File: config.mk
export PLATFORM = sky130hd
export DESIGN_NAME = cci_mpf_prim_tx_buffer
export DESIGN_NICKNAME = d
export VERILOG_FILES = /design/src/rtl/cci_mpf_prim_tx_buffer.sv
export SDC_FILE = /design/constraint.sdc
export NUM_CORES = 1
export LEC_CHECK = 0
export CORE_UTILIZATION = 45
export CTS_BUF_LIST = sky130_fd_sc_hd__clkbuf_4 sky130_fd_sc_hd__clkbuf_8
export CTS_CLUSTER_DIAMETER = 60
export DETAILED_ROUTE_END_ITERATION = 16
export HOLD_SLACK_MARGIN = 0.05
export PLACE_DENSITY = 0.68
export SYNTH_ARGS = -nofsm -noshare
export SYNTH_HDL_FRONTEND = slang
export SYNTH_SLANG_ARGS = --single-unit
File: constraint.sdc
create_clock -name clk -period 7.8 [get_ports clk]
set_input_delay 1.17 -clock clk [delete_from_list [all_inputs] [get_ports clk]]
set_output_delay 1.17 -clock clk [all_outputs]
set_load 0.05 [all_outputs]
File: src/rtl/cci_mpf_prim_tx_buffer.sv
// ---------------------------------------------------------------------------
// cci_mpf_prim_tx_buffer
//
// N-channel request buffer on the MPF path toward the FIU. Each channel has
// an independent FIFO, a registered output stage and a threshold almost-full
// toward the AFU, so the AFU can keep issuing a bounded number of requests
// after almost-full rises. FIU back-pressure is absorbed without any
// combinational path back to the AFU.
//
// Ports:
//   clk, reset       single clock, synchronous active-high reset
//   afu_tx_valid     per-channel request valid from the AFU side
//   afu_tx_data      payloads; channel i in [i*DATA_WIDTH +: DATA_WIDTH]
//   afu_tx_almfull   per-channel almost-full toward the AFU (registered count)
//   fiu_tx_valid     per-channel registered request valid toward the FIU
//   fiu_tx_data      registered payloads toward the FIU
//   fiu_tx_almfull   per-channel almost-full from the FIU; inhibits draining
//   occupancy        per-channel entry count, $clog2(DEPTH+1) bits per slice
//   overflow_err     sticky per-channel flag: a push hit a full FIFO
// ---------------------------------------------------------------------------
module cci_mpf_prim_tx_buffer #(
  parameter int NUM_CHANNELS         = 2,
  parameter int DATA_WIDTH           = 64,
  parameter int DEPTH                = 8,
  parameter int ALM_FULL_THRESHOLD   = 2,
  parameter int ENABLE_OVERFLOW_DROP = 1
) (
  input  logic                                       clk,
  input  logic                                       reset,
  input  logic [NUM_CHANNELS-1:0]                    afu_tx_valid,
  input  logic [NUM_CHANNELS*DATA_WIDTH-1:0]         afu_tx_data,
  output logic [NUM_CHANNELS-1:0]                    afu_tx_almfull,
  output logic [NUM_CHANNELS-1:0]                    fiu_tx_valid,
  output logic [NUM_CHANNELS*DATA_WIDTH-1:0]         fiu_tx_data,
  input  logic [NUM_CHANNELS-1:0]                    fiu_tx_almfull,
  output logic [NUM_CHANNELS*$clog2(DEPTH+1)-1:0]    occupancy,
  output logic [NUM_CHANNELS-1:0]                    overflow_err
);

  localparam int CW = $clog2(DEPTH + 1);
  localparam int PW = $clog2(DEPTH);
  localparam logic [CW-1:0] FULL_CNT = CW'(DEPTH);

  for (genvar i = 0; i < NUM_CHANNELS; i++) begin : g_chan
    logic [DATA_WIDTH-1:0] mem [DEPTH];
    logic [PW-1:0]         wr_ptr;
    logic [PW-1:0]         rd_ptr;
    logic [CW-1:0]         count;
    logic                  push;
    logic                  pop;
    logic                  ovf_evt;
    logic                  vld_p1;
    logic [DATA_WIDTH-1:0] data_p1;
    logic                  ovf;

    // Pop depends only on the registered count, so an entry written at an
    // edge cannot leave before the following edge (no bypass path).
    assign pop     = (count != '0) && !fiu_tx_almfull[i];
    // A full FIFO still accepts a push when a pop frees a slot at that edge.
    assign push    = afu_tx_valid[i] && ((count != FULL_CNT) || pop);
    assign ovf_evt = afu_tx_valid[i] && !push;

    // ---- stage p0: FIFO storage (payload only, never reset) ----
    always_ff @(posedge clk) begin
      if (push) mem[wr_ptr] <= afu_tx_data[i*DATA_WIDTH +: DATA_WIDTH];
    end

    // ---- stage p0: FIFO control ----
    always_ff @(posedge clk) begin
      if (reset) begin
        wr_ptr <= '0;
        rd_ptr <= '0;
        count  <= '0;
        ovf    <= 1'b0;
      end else begin
        if (push)    wr_ptr <= wr_ptr + 1'b1;
        if (pop)     rd_ptr <= rd_ptr + 1'b1;
        count <= count + CW'(push) - CW'(pop);
        if (ovf_evt) ovf <= 1'b1;
      end
    end

    // ---- stage p1: registered output toward the FIU ----
    // Output data is cleared by reset so that fiu_tx_data reads zero while
    // the buffer is held in reset; otherwise it holds until the next pop.
    always_ff @(posedge clk) begin
      if (reset) begin
        vld_p1  <= 1'b0;
        data_p1 <= '0;
      end else begin
        vld_p1 <= pop;
        if (pop) data_p1 <= mem[rd_ptr];
      end
    end

`ifndef SYNTHESIS
    always_ff @(posedge clk) begin
      if (!reset && (ENABLE_OVERFLOW_DROP == 0) && ovf_evt)
        $error("cci_mpf_prim_tx_buffer: push into full FIFO on channel %0d", i);
    end
`endif

    assign afu_tx_almfull[i]                       = ((DEPTH - int'(count)) <= ALM_FULL_THRESHOLD);
    assign fiu_tx_valid[i]                         = vld_p1;
    assign fiu_tx_data[i*DATA_WIDTH +: DATA_WIDTH] = data_p1;
    assign occupancy[i*CW +: CW]                   = count;
    assign overflow_err[i]                         = ovf;
  end

endmodule

==> reports/metrics.csv <==
stage;metric;value;unit
outcome;outcome;finished clean;
synthesis;total nets after synthesis;2790;
global_routing;global-route wire length before repair;152;mm
critical_path;Crit Reg-Reg Endpoint;g_chan[1].mem[5][59]$_DFFE_PP_;
placement;Placed Area;49100;sq um
timing;Final Hold Viols;0;
hold_path;hold_sp;g_chan[0].data_p1[17]$_SDFFE_PP0N_;
critical_path;Worst R2R Setup Slack;4.53;ns
timing;final-report setup violation count;0;
floorplan;Die W;320;um
global_routing;number of antenna violations at the first check in global routing;16;
power_and_ir_drop;Clk network pwr share;0.286;
timing;Slew @ Worst Pin;1.21;ns
critical_path;CP endpoint kind;primary output;
routing;Vias/cell;5.45;
clocking;H-tree Lvls;4;
timing;Fin Hold WS;0.528;ns
critical_path;Crit path arrival time;3.72;ns
clocking;Setup Buffers After CTS;0;
hold_path;hold crit path type;register to register;
critical_path;R2R Path Start;g_chan[1].count[1]$_SDFF_PP0_;
clocking;clk root buf;clkbuf_8;
placement;HPWL after detailed placement;56.1;mm
final_layout;final instance area;53000;sq um
clocking;CTS Buf Count;185;
final_layout;Layout area overhead;16.3;%
timing;Fin Setup TNS;0;ns
placement;port bufs;275;
clocking;clock sink count;1176;
routing;WL final;101;mm
power_and_ir_drop;logic gate share of total power;0.287;
power_and_ir_drop;Psw;0.00610;W
floorplan;die height;320;um
hold_path;Hold Crit Depth;2;
synthesis;synthesized flop and latch total;1176;
critical_path;worst reg-to-reg path cell count;6;
power_and_ir_drop;PwrDens;347;nW/um^2
final_layout;most common cell after layout, fill and taps aside;edfxtp_1;
clocking;post-cts resize count;0;
hold_path;worst hold endpoint;g_chan[0].data_p1[17]$_SDFFE_PP0N_;
routing;vias;24183;
timing;Min Clock Period, post-route;4.89;ns
clocking;clk slew on worst S/H paths;0.06;ns
synthesis;Yosys cell types;36;
power_and_ir_drop;VDD IR max;0.000322;V
final_layout;most frequent cells in the layout;edfxtp_1 (1024), mux2i_1 (514), clkdlybuf4s50_1 (274), a22oi_1 (256), clkbuf_8 (202);
clocking;CTS tree;built;
power_and_ir_drop;sequential share of power;0.427;
synthesis;post-synth design cell area;45600;sq um
synthesis;Synth Warn #;0;
timing;Max Clk Rate;205;MHz
synthesis;Post-Syn Area per Cell;17.3;sq um
routing;# DRC;0;
floorplan;Rows;116;
critical_path;worst path required time;6.63;ns
power_and_ir_drop;switch share;0.332;
final_layout;layout cells sized above 1;0.164;
routing;antenna-violating nets left;0;
critical_path;crit start category;register;
synthesis;cell count after synthesis;2634;
placement;GPL Wtd Cong;0.775;
routing;WL/cell;22.8;um
floorplan;CORE AREA;100000;sq um
synthesis;sequential area share after synthesis;0.742;
power_and_ir_drop;Internal;0.0123;W
timing;Final Cycle Share;0.626;
global_routing;largest net degree at the start of global routing;133;
critical_path;Crit Path Max Fanout;5;
timing;Clock Skews;0.0499;ns
timing;RSZ-0062 raised after global routing;no;
routing;initial DRC count;1764;
routing;drt first pass iters;5;
critical_path;crit path kind;register to primary output;
clocking;cts hold-fix bufs;0;
floorplan;Ports;276;
timing;relative slew slack;0.197;
clocking;clk_lat worst skew;0.84;ns
global_routing;GRT Total Usage;0.197;
power_and_ir_drop;leakage;17.1;nW
floorplan;Die Area;103000;sq um
power_and_ir_drop;Final Power;0.0184;W
flow_run;MaxCap Viol Count;0;
floorplan;starting density of the core;0.455;
final_layout;Final nets;3136;
global_routing;Congestion Overflow GR;0;
timing;Final Max Slew Viols;0;
global_routing;vias in the first global route;25374;
clocking;clock buffer depth;3;
-- per-layer routing --
metal,track usage,wire length (um),up-vias
li1,-,-,11023
met1,0.236,40400,12231
met2,0.346,52200,717
met3,0.0484,6150,190
met4,0.0638,2160,22
met5,0,149,-
-- layout make-up --
class | instances | area (sq um)
diodes | 5 | 12.5
clock buffers | 268 | 3270
clock inverters | 75 | 571
fillers | 7934 | 47200
inverters | 14 | 52.6
multi-input cells | 1283 | 10500
flip-flops and latches | 1176 | 33800
well taps | 1298 | 1620
repair buffers | 320 | 3110
-- flip-flops by register name, summed over array words and instances (netlist names) --
name            flops
g_chan.data_p1    128
g_chan.wr_ptr       6
g_chan.count        8
g_chan.rd_ptr       6
g_chan.ovf          2
g_chan.mem       1024
g_chan.vld_p1       2
-- synthesized netlist by cell type --
cell              n  area share
nor4_1            2     0.00027
inv_1            14      0.0012
a21o_1            2     0.00033
a21oi_1         135       0.015
xor2_1            8      0.0015
nand2_1          11     0.00091
nor3_1            8     0.00088
nor2_2            2     0.00027
nor2b_1           7     0.00096
clkbuf_1         21      0.0017
nor3_2          128       0.028
o22ai_1           1     0.00014
fa_1              2     0.00088
a22o_1            1     0.00019
a41oi_1           2     0.00038
xnor2_1           6      0.0012
a31oi_1           1     0.00014
a21oi_2           2     0.00038
nand2b_1          6     0.00082
o21ai_0           3     0.00033
o21bai_1          2     0.00033
buf_2            73      0.0080
nor2_1          156       0.013
edfxtp_1       1024        0.67
a22oi_1         256       0.042
and2_1            2     0.00027
dlygate4sd1_1     3     0.00058
buf_6            16      0.0040
ha_1             20      0.0055
buf_8             2     0.00066
o211ai_1          4     0.00066
o21ai_2           2     0.00038
buf_4            21      0.0035
buf_12           25       0.011
mux2i_1         514        0.11
dfxtp_1         152       0.067
-- power by group through the flow --
stage / Clock (W) / Sequential [W] / Combinational (W)
final: 0.00525 / 0.00786 / 0.00528
after CTS: 0.00538 / 0.00786 / 0.00533
after global routing: 0.00565 / 0.00791 / 0.00563
after global placement: 0 / 0.00795 / 0.00521
after floorplan: 0 / 0.00877 / 0.00326
after detailed placement: 0 / 0.00799 / 0.00531
-- cell families after synthesis --
group,synth area share
fa+ha+maj,0.00637
simple gates,0.0454
xor+xnor,0.00269
mux,0.113
flops,0.742
compound gates,0.0603
buf+inv,0.0305
-- per-stage QoR --
stage	cells	utilization	worst slack (ns)
floorplan	2634	-	1.32
global placement	4091	0.491	3.79
detailed placement	4091	0.491	3.68
CTS	4434	0.529	2.80
global route	4437	0.529	2.78
finish	4439	0.529	2.91
-- worst max-delay path: stages, from the launching register on --
cell and delay [ns]:
dfxtp_1 0.46, inv_1 0.14, ha_1 0.29, xnor2_1 0.17, a21oi_1 0.17, a31oi_1 0.11
o21ai_0 0.61, clkdlybuf4s50_1 0.94
-- worst max-delay path by stage --
stage	start	to	slack, ns	cells past startpoint
global route	g_chan[1].count[1]$_SDFF_PP0_	afu_tx_almfull[1]	2.78	7
detailed placement	fiu_tx_almfull[1]	g_chan[1].mem[5][7]$_DFFE_PP_	3.68	5
global placement	fiu_tx_almfull[1]	g_chan[1].mem[5][1]$_DFFE_PP_	3.79	5
CTS	g_chan[1].count[1]$_SDFF_PP0_	afu_tx_almfull[1]	2.80	7
floorplan	fiu_tx_almfull[0]	g_chan[0].mem[2][0]$_DFFE_PP_	1.32	3
finish	g_chan[1].count[1]$_SDFF_PP0_	afu_tx_almfull[1]	2.91	7
Power figures use the tool's default switching activity.
